### src/rtl/ram_port_master.sv
// Initiator for one synchronous RAM port: arbitrates clear engine > video > CPU
// and returns read data through a two-stage tag pipeline matching the RAM latency.
module ram_port_master #(
    parameter int                    DATA_WIDTH     = 8,
    parameter int                    ADDR_WIDTH     = 9,
    parameter logic [DATA_WIDTH-1:0] CLEAR_VALUE    = '0,
    parameter bit                    CLEAR_ON_RESET = 1'b1
) (
    input  logic                  clock,
    input  logic                  reset_n,
    input  logic                  clear_start,
    output logic                  clear_busy,
    input  logic                  vid_req,
    input  logic [ADDR_WIDTH-1:0] vid_addr,
    output logic                  vid_valid,
    output logic [DATA_WIDTH-1:0] vid_data,
    input  logic                  cpu_req,
    input  logic                  cpu_we,
    input  logic [ADDR_WIDTH-1:0] cpu_addr,
    input  logic [DATA_WIDTH-1:0] cpu_wdata,
    output logic                  cpu_ack,
    output logic [DATA_WIDTH-1:0] cpu_rdata,
    output logic [ADDR_WIDTH-1:0] ram_address,
    output logic [DATA_WIDTH-1:0] ram_data,
    output logic                  ram_wren,
    input  logic [DATA_WIDTH-1:0] ram_q
);

    typedef enum logic {S_IDLE, S_CLEAR} state_t;

    // Travels alongside each issued operation until its response is due.
    typedef struct packed {
        logic valid;
        logic cpu;
        logic read;
    } tag_t;

    localparam state_t RESET_STATE = CLEAR_ON_RESET ? S_CLEAR : S_IDLE;

    state_t                state, next_state;
    logic [ADDR_WIDTH-1:0] clear_cnt;
    logic                  cpu_pending;
    logic                  issue_clear, issue_vid, issue_cpu;
    tag_t                  tag1, tag2, tag1_next;

    // NOTE: sequential state is assigned with <= so every register samples
    // the pre-edge value of every other register, independent of block order.
    always_ff @(posedge clock or negedge reset_n) begin
        if (!reset_n) state <= RESET_STATE;
        else          state <= next_state;
    end

    // NOTE: every combinational output gets a default first, so no path
    // leaves it unassigned and no latch is inferred.
    always_comb begin
        next_state = state;
        case (state)
            S_IDLE:  if (clear_start)     next_state = S_CLEAR;
            S_CLEAR: if (clear_cnt == '1) next_state = S_IDLE;
            default:                      next_state = S_IDLE;
        endcase
    end

    always_comb begin
        clear_busy = (state == S_CLEAR);
    end

    // Same-edge priority: a CPU request that loses simply retries next cycle.
    always_comb begin
        issue_clear = clear_busy;
        issue_vid   = !clear_busy && vid_req;
        issue_cpu   = !clear_busy && !vid_req && cpu_req && !cpu_pending;
        tag1_next   = '0;
        if (issue_vid) begin
            tag1_next = '{valid: 1'b1, cpu: 1'b0, read: 1'b1};
        end else if (issue_cpu) begin
            tag1_next = '{valid: 1'b1, cpu: 1'b1, read: !cpu_we};
        end
    end

    always_ff @(posedge clock or negedge reset_n) begin
        if (!reset_n) begin
            ram_address <= '0;
            ram_data    <= '0;
            ram_wren    <= 1'b0;
            clear_cnt   <= '0;
            cpu_pending <= 1'b0;
            tag1        <= '0;
            tag2        <= '0;
            vid_valid   <= 1'b0;
            vid_data    <= '0;
            cpu_ack     <= 1'b0;
            cpu_rdata   <= '0;
        end else begin
            ram_wren <= issue_clear || (issue_cpu && cpu_we);
            if (issue_clear) begin
                ram_address <= clear_cnt;
                ram_data    <= CLEAR_VALUE;
                clear_cnt   <= clear_cnt + 1'b1;
            end else if (issue_vid) begin
                ram_address <= vid_addr;
            end else if (issue_cpu) begin
                ram_address <= cpu_addr;
                ram_data    <= cpu_wdata;
                cpu_pending <= 1'b1;
            end

            tag1 <= tag1_next;
            tag2 <= tag1;

            // Writes complete once the RAM has sampled them; reads wait for ram_q.
            vid_valid <= tag2.valid && !tag2.cpu;
            if (tag2.valid && !tag2.cpu) vid_data <= ram_q;

            cpu_ack <= (tag1.valid && tag1.cpu && !tag1.read) ||
                       (tag2.valid && tag2.cpu && tag2.read);
            if (tag2.valid && tag2.cpu && tag2.read) cpu_rdata <= ram_q;

            // Released on the edge raising cpu_ack, so the next edge samples cpu_req again.
            if ((tag1.valid && tag1.cpu && !tag1.read) ||
                (tag2.valid && tag2.cpu && tag2.read)) begin
                cpu_pending <= 1'b0;
            end
        end
    end

endmodule

### config.mk
export PLATFORM = sky130hd
export DESIGN_NAME = ram_port_master
export DESIGN_NICKNAME = d
export VERILOG_FILES = /design/src/rtl/ram_port_master.sv
export SDC_FILE = /design/constraint.sdc
export NUM_CORES = 1
export LEC_CHECK = 0
export ABC_AREA = 1
export CELL_PAD_IN_SITES_DETAIL_PLACEMENT = 0
export CELL_PAD_IN_SITES_GLOBAL_PLACEMENT = 1
export CORE_AREA = 2 2 83 85
export CTS_BUF_LIST = sky130_fd_sc_hd__clkbuf_4 sky130_fd_sc_hd__clkbuf_8 sky130_fd_sc_hd__clkbuf_16
export DETAILED_ROUTE_END_ITERATION = 10
export DIE_AREA = 0 0 85 87
export PLACE_DENSITY = 0.83
export RECOVER_POWER = 25
export SYNTH_ARGS = -nofsm -noshare
export SYNTH_HDL_FRONTEND = slang
export SYNTH_SLANG_ARGS = --single-unit
export TNS_END_PERCENT = 100
### constraint.sdc
create_clock -name clock -period 4.11 [get_ports clock]
set_clock_uncertainty 0.2 [all_clocks]
set_input_delay 0.822 -clock clock [delete_from_list [all_inputs] [get_ports clock]]
set_output_delay 0.822 -clock clock [all_outputs]
set_load 0.005 [all_outputs]
==> metrics, run 1 <==
GPL Wtd Cong=0.7526; Mapped Area=around 0.0022 mm²; FFs w/ async S/R, synth=100.0%; XOR/XNOR Fraction of Synth Area=under 10%; die extent in x=85 µm; sequential share of power=60.8%; FF-to-FF path depth=5; Clock transition at path regs=0.09 ns; diode count=0; Crit Path Category=flip-flop to output pin; Critical Path RT=3.09 ns; register area share after synthesis=59.57%; Clock power frac=between 30% and 40%; total core area=~0.0066 mm²; post-synth top area share=about three fifths; Die H=~87 µm; power after layout=around 860 µW; Ports=slightly below 80; fin. max-slew vios=0; Hold Vio Cnt, Final=0; Worst Hold Path Cells=0; post-synthesis compound-gate area fraction=4.885%; mean routed wirelength per cell=~13 µm; largest family of logic cells by synthesized area=simple AND/OR/NAND/NOR gates; setup TNS=0 ns; WHS=0.1721 ns; Worst-Skew Late Latency=about 0.3 ns; crit path max-delay cell type=dfstp_1; initial antenna violation count=0; row count=30; CP delay by family, top=flip-flops; Post-Route Utilization=a little under half; layout net count=between 300 and 400; Post-CTS Setup Bufs=0; adder-cell area share of the yosys netlist=about 1.1%; sw frac=21.78%; number of port buffers=76; HPWL after DPL=between 3000 and 4000 µm; maxcap violations=0; data arrival time of the critical path=approximately 1.8 ns; Worst Hold End=tag2[0]; number of antenna-violating nets in the routed design=0; Post-synth EDFFs=0; Buf+Inv Stages, Crit Path=1; Syn Area/Cell=between 8 and 9 µm²; Worst-Margin Slew=0.9328 ns; Min-Delay Startpoint=tag1[0]; pin count of the biggest net entering global routing=37; via count=1843; Initial Util=33.92%; hold buffer count at CTS=0; multiplexer area fraction after synthesis=0%; critical path depth=1; reg2reg setup slack=2.14 ns; Clock Sink Count=53; drt pass-1 iters=4; Die Area=0.007395 mm²; biggest cell delay along the critical path=around 0.91 ns; total CTS buffers=5; yosys synthesis warning count=0; FF+latch count, synth=53; worst path cell trace=clkdlybuf4s50_1; # placed instances=about 400; Max VDD drop=between 0.0001 and 0.00015 V; RSZ-0062 raised after global routing=no; first-pass GRT wire length=between 8000 and 9000 µm; Pint=about 670 µW; DRC violations left=0; Tot GR Track Use=14.20%; Rel. slew slack=~38%; TritonCTS clock tree=yes; # setup viols final=0; startpoint types=flip-flop; Max clock buf depth=2; Iter 0 DRT Violations=102; Resized Gates After CTS=0; Sw Pwr=between 150 and 200 µW; WL final=approximately 5100 µm; Area Overhead vs Synth=40.03%; ranking of synthesized cells by area=dfrtp_1, nand2_1, nand3_1; Max FO, Critical Path=16; non-filler cells, final=406; cell taking the most area after synthesis=dfrtp_1; Cell Pwr Density=roughly 270 mW/mm²; DR vias/cell=approximately 4.5; Primary FF master, synth=dfrtp_1; fin crit share=just under 70%; syn_nets=292; min Tclk post-route=roughly 2.8 ns; status=finished, final reports clean; Hold WC Path Type=flip-flop to flip-flop; share of layout cells above drive strength 1=about 5.2%; Max Clock Freq=350.9 MHz; P_leak=between 1.5 and 2 nW; CTS root buffer=clkbuf_8; FF-to-FF End=ram_wren; distinct cell type count after synthesis=23; post-synthesis simple-gate area fraction=between 20% and 30%; total gr overflow=0; combinational power share=~6%; CTS H-tree depth=2; cells after synthesis=250; reg2reg start=clear_busy; endpoint type of the worst setup path=output pin; vias in the first global route=1739
## power by group through the flow
stage	Clock [mW]	Sequential [mW]	Combinational, mW
3_3_place_gp	0	0.531	0.0540
3_5_place_dp	0	0.531	0.0534
5_1_grt	0.316	0.521	0.0557
4_1_cts	0.295	0.521	0.0539
6_report	0.285	0.521	0.0512
2_1_floorplan	0	0.531	0.00304
## final cells by class
cell class,count,area (µm²)
fillers,662,3448
flip-flops and latches,53,1328
multi-input cells,171,780.7
repair buffers,77,762.0
well taps,80,100.1
clock buffers,5,68.82
inverters,17,63.81
clock inverters,3,17.52
## routing by layer
metal | GRT usage, % | vias up | part of all wire (%)
li1 | - | 940 | -
met1 | 19.68 | 838 | 48
met2 | 22.44 | 61 | 46
met3 | 3.033 | 4 | 5.3
met4 | 4.329 | 0 | 0.74
met5 | 0 | - | 0
## per-stage QoR
step / instance area, µm² / worst slack (ns)
CTS: 3122 / 1.454
global placement: 3035 / 1.375
detailed placement: 3035 / 1.309
floorplan: 2228 / 2.387
finish: 3120 / 1.260
global route: 3120 / 1.172
## flip-flops by register name, summed over array words and instances (netlist names)
name         cells
ram_address      9
tag1             3
tag2             3
ram_data         8
cpu_rdata        8
cpu_pending      1
clear_busy       1
vid_data         8
ram_wren         1
cpu_ack          1
clear_cnt        9
vid_valid        1
## logic make-up (layout without fill, tap and decap cells)
group | count (synthesis) | in the layout
and+or+nand+nor | 145 | 145
buffers and inverters | 26 | 102
adders and majority gates | 2 | 2
DFF | 53 | 53
xor gates and xnor gates | 3 | 3
AOI/OAI and AO/OA | 21 | 21
## cell usage in the layout (no fill, tap or decap)
master and count:
nand2_1 94, clkdlybuf4s50_1 68, dfrtp_1 52, nand3_1 35
o21ai_0 19, inv_1 15, nor2_1 7, dlygate4sd3_1 7
clkbuf_8 5, xor2_1 3, nand2_2 2, inv_2 2
nand3b_1 2, ha_1 2, clkinv_2 2, and3b_1 1
nor2_4 1, or2_0 1, a21oi_2 1, nor2_2 1
a21oi_1 1, or2_2 1, dfstp_1 1, clkinvlp_4 1
clkbuf_1 1, buf_4 1
## synth_stat cells, types with 2 or more instances
cell type  number
buf_2           3
buf_6           2
clkbuf_1        3
dfrtp_1        52
ha_1            2
inv_1          15
inv_2           2
nand2_1        94
nand2_2         2
nand3_1        35
nand3b_1        2
nor2_1          7
o21ai_0        19
xor2_1          3
## worst max-delay path by stage
| stage | end | slack (ns) | from |
|---|---|---|---|
| after global routing | clear_busy | 1.17 | clear_busy |
| after floorplan | ram_data[1] | 2.39 | cpu_req |
| after detailed placement | ram_data[2] | 1.31 | vid_req |
| final | clear_busy | 1.26 | clear_busy |
| after CTS | clear_busy | 1.45 | clear_busy |
| after global placement | ram_data[2] | 1.38 | vid_req |
Note: power is estimated with default switching activity, not from simulation.
==> inputs of run 2 (changes only) <==
- CORE_AREA: 2 2 83 85 -> 2 2 91 93
- DIE_AREA: 0 0 85 87 -> 0 0 93 95
- PLACE_DENSITY: 0.83 -> 0.73
- clock period: 4.11 -> 2.5 ns (I/O delays scaled with it)
==> run 2 against run 1 <==
  * The run now ends with capacitance limit, slew limit left
  * Clock power grew 110%
  * Sequential share of layout area shrank 1.2 points
  * Die area grew 19%
  * Register-to-register slack lost 1.3 ns
  * Worst setup slack lost 0.82 ns
  * Cell count grew 7.1%
  * First-iteration DRC count shrank 37%
  * Via count grew 3.0%
==> metrics, run 2 (synthesis gave the netlist of run 1 again) <==
DR vias/cell=4.366 (-3.8%); Rel. slew slack=-8.484% (-46 points); hold buffer count at CTS=0 (unchanged); total gr overflow=0 (unchanged); maxcap violations=1 (+1); most frequent cells in the layout=nand2_1, clkdlybuf4s50_1, dfrtp_1; failing checks=capacitance limit, slew limit; Critical Path RT=1.80 ns (-1.29 ns); Max VDD drop=0.0002181 V (+53%); WL final=5486 µm (+6.9%); vias in the first global route=1789 (+2.9%); min Tclk post-route=between 2 and 2.5 ns; reg2reg start=clear_busy; initial antenna violation count=0 (unchanged); # setup viols final=0 (unchanged); Worst-Skew Late Latency=0.32 ns (+0.02 ns); total CTS buffers=5 (unchanged); Worst-Margin Slew=1.627 ns (+0.6945 ns); Resized Gates After CTS=0 (unchanged); number of antenna-violating nets in the routed design=0 (unchanged); RSZ-0062 raised after global routing=no; largest registers=clear_cnt x9, ram_address x9; Crit Path Category=flip-flop to output pin; power after layout=1.554 mW (+81%); # placed instances=427 (+7.3%); Max FO, Critical Path=2 (-14); layout net count=371 (+1.1%); setup TNS=0 ns (unchanged); crit path max-delay cell type=dfstp_2; biggest cell delay along the critical path=0.55 ns (-0.36 ns); Cell Pwr Density=484.0 mW/mm² (+76%); pin count of the biggest net entering global routing=32 (-14%); Area Overhead vs Synth=44.13%; Die H=95 µm (+9.2%); Ports=77 (unchanged); GPL Wtd Cong=0.8059 (+7.1%); first-pass GRT wire length=8666 µm (+3.1%); fin crit share=82.51%; status=finished with violations; row count=33 (+10%); share of layout cells above drive strength 1=6.364% (+1.1 points); Hold Vio Cnt, Final=0 (unchanged); Max clock buf depth=2 (unchanged); P_leak=1.583 nW (+1.8%); Tot GR Track Use=12.71% (-1.5 points); Clock Sink Count=53 (unchanged); commonest non-fill, non-tap cell in the layout=nand2_1; total core area=0.007928 mm² (+21%); drt pass-1 iters=4 (unchanged); Hold WC Path Type=flip-flop to flip-flop; mean routed wirelength per cell=12.61 µm (-0.21%); worst path cell trace=clkdlybuf4s50_1; startpoint types=flip-flop; diode count=0 (unchanged); data arrival time of the critical path=1.36 ns (-0.47 ns); Clock transition at path regs=0.10 ns (about the same); Iter 0 DRT Violations=64 (-37%); Min-Delay Startpoint=tag1[2]; via count=1899 (+3.0%); Max Clock Freq=a little under 500 MHz; Critical Path Start=clear_busy; DRC violations left=0 (unchanged); CTS root buffer=clkbuf_8; reg2reg setup slack=0.80 ns (-1.34 ns); non-filler cells, final=435 (+7.1%); Post-CTS Setup Bufs=0 (unchanged); number of port buffers=76 (unchanged); Initial Util=28.11% (-5.8 points); die extent in x=93 µm (+9.4%); CP delay by family, top=flip-flops; fin. max-slew vios=32 (+32); Buf+Inv Stages, Crit Path=1 (unchanged); CTS H-tree depth=2 (unchanged); TritonCTS clock tree=yes; Die Area=0.008835 mm² (+19%); endpoint type of the worst setup path=output pin; HPWL after DPL=4141 µm (+9.9%)
run 2: layer usage:
layer	track usage [%]	part of all wire (%)	wire, µm
met1	16.04	46	2540
met2	21.01	46	2518
met3	3.591	6.2	339
met4	4.412	1.6	87
met5	0	0	0
run 2: cell type report:
| class | count | area, µm² |
|---|---|---|
| fill | 823 | 4716 |
| sequential | 53 | 1328 |
| timing repair buffer | 81 | 788.3 |
| multi-input combinational | 171 | 780.7 |
| tap | 105 | 131.4 |
| clock buffer | 6 | 82.58 |
| inverter | 17 | 63.81 |
| clock inverter | 2 | 37.54 |
run 2: report_power, final:
part | internal [mW] | switching (mW)
Sequential | 0.857 | 0
Combinational | 0.0553 | 0.0339
Clock | 0.326 | 0.283
run 2: through the flow:
stage | util, % | area, µm² | worst slack [ns] | hold slack (ns)
detailed placement | 39.06 | 3097 | 0.4014 | 0.1609
global route | 40.51 | 3212 | 0.3259 | 0.1911
CTS | 40.58 | 3217 | 0.4352 | 0.03971
global placement | 39.06 | 3097 | 0.4342 | 0.1534
finish | 40.51 | 3212 | 0.4371 | 0.1883
floorplan | - | 2228 | 0.9636 | 0.004409
run 2: path summary, 6_finish.rpt:
kind,endpoint,cells past startpoint
worst max-delay path,clear_busy,1
worst min-delay path,tag2[2],0
worst max register to register,clear_cnt[6],6
worst min register to register,tag2[2],0
max in group asynchronous,cpu_rdata[0],2
min in group asynchronous,ram_data[1],1
==> variant: new RTL, settings of run 2 <==
Change the parameter `DATA_WIDTH` from 8 to 10.
--- a/src/rtl/ram_port_master.sv
+++ b/src/rtl/ram_port_master.sv
@@ -3,3 +3,3 @@
 module ram_port_master #(
-    parameter int                    DATA_WIDTH     = 8,
+    parameter int                    DATA_WIDTH     = 10,
     parameter int                    ADDR_WIDTH     = 9,
Interface: changed (5 resized); port bits go from 77 to 87. The function was not compared with the original's and may differ.
==> variant against run 2 <==
- sequential power grew 11%
- sequential cell count grew 6
- synthesized area grew 12%
- critical path type unchanged
- wire length grew 6.2%
- combinational power grew 12%
- setup slack gained 0.011 ns
- cell area grew 13%
- power grew 17%
- sequential share of layout area shrank 0.48 points
==> variant: results <==
group,metric,value,unit
logic_synthesis,synth-adder-area-share,1.01,%
logic_synthesis,ys_types,24,
global_routing,use_met3,4.71,%
clock_tree,cts_buffers,9,
cells_and_area,seqCellArea,1480,um2
global_routing,grt_pass1_wl,9730,um
cells_and_area,reg_top3,"cpu_rdata x10, ram_data x10, vid_data x10",
timing,hold_ws,0.172,ns
cells_and_area,multi_input_area_share,23.6,%
place,place.gp.congestion,0.776,
detailed_routing,m1WireLength,2930,um
cells_and_area,clkCellAreaFrac,4.95,%
clock_tree,h-tree-depth,3,
global_routing,met1_usage,19.6,%
global_routing,use_met2,21.1,%
power_and_ir_drop,sw_frac_of_total,21.9,%
power_and_ir_drop,p_leak,1.81,nW
global_routing,grtUsageTotal,14.2,%
power_and_ir_drop,irDropWorstVdd,0.000232,V
global_routing,grt_max_degree,39,
cells_and_area,finalNetCount,411,
cells_and_area,seq_cell_count,59,
place,numPortBuffers,86,
logic_synthesis,ys_seq_area_share,59.4,%
cells_and_area,bufAreaShareNonClock,25.0,%
cells_and_area,drive_gt1_share,8.11,%
setup_path,critical-path-max-stage-delay,0.53,ns
outcome,status,"complete, no violations",
detailed_routing,met2WireLength,2490,um
logic_synthesis,yosys.area_share.xor_xnor,1.06,%
cells_and_area,fill_cells,815,
## variant: changes by cell type after synthesis
cell	delta
a21oi_1	+1
a21oi_2	-1
buf_2	+1
buf_6	+2
clkinv_2	+1
dfrtp_1	+6
inv_2	+1
nand2_1	+7
nand2_4	+1
nand3_1	+2
nor2_4	-1
nor2_8	+1
o21ai_0	+4
## variant: power by group through the flow
stage / Sequential [W] / Clock (W) / Combinational, W
finish: 0.000955 / 0.000769 / 0.000100
global route: 0.000954 / 0.000846 / 0.000110
CTS: 0.000954 / 0.000801 / 0.000103
detailed placement: 0.000972 / 0 / 0.000101
global placement: 0.000972 / 0 / 0.000102
floorplan: 0.000973 / 0 / 0.00000598
## variant: logic make-up after synthesis
family / count (synthesis)
xor+xnor: 3
compound gates: 25
flops: 59
fa+ha+maj: 2
buf+inv: 31
simple gates: 155
## variant: through the flow
| stage | setup WS, ns | instance area (um2) | instances | utilization (%) | power, W |
|---|---|---|---|---|---|
| after floorplan | 0.964 | 2490 | 275 | - | 0.000979 |
| after global placement | 0.466 | 3430 | 458 | 43.3 | 0.00107 |
| after detailed placement | 0.416 | 3430 | 458 | 43.3 | 0.00107 |
| after CTS | 0.421 | 3620 | 475 | 45.7 | 0.00186 |
| after global routing | 0.228 | 3620 | 475 | 45.6 | 0.00191 |
| final | 0.448 | 3620 | 475 | 45.6 | 0.00182 |
## variant: worst register-to-register path, stage by stage, from the launching register on
cell,delay (ns)
dfstp_2,0.53
buf_4,0.23
nor2_8,0.12
nand2_4,0.18
clkinv_2,0.19
nand2_1,0.10
nand2_1,0.05
## variant: timing repair
item / 4_1_cts / 5_1_grt
hold buffers: 1 / 0
endpoints found under the hold margin: 21 / 0
resized for setup: 0 / 0
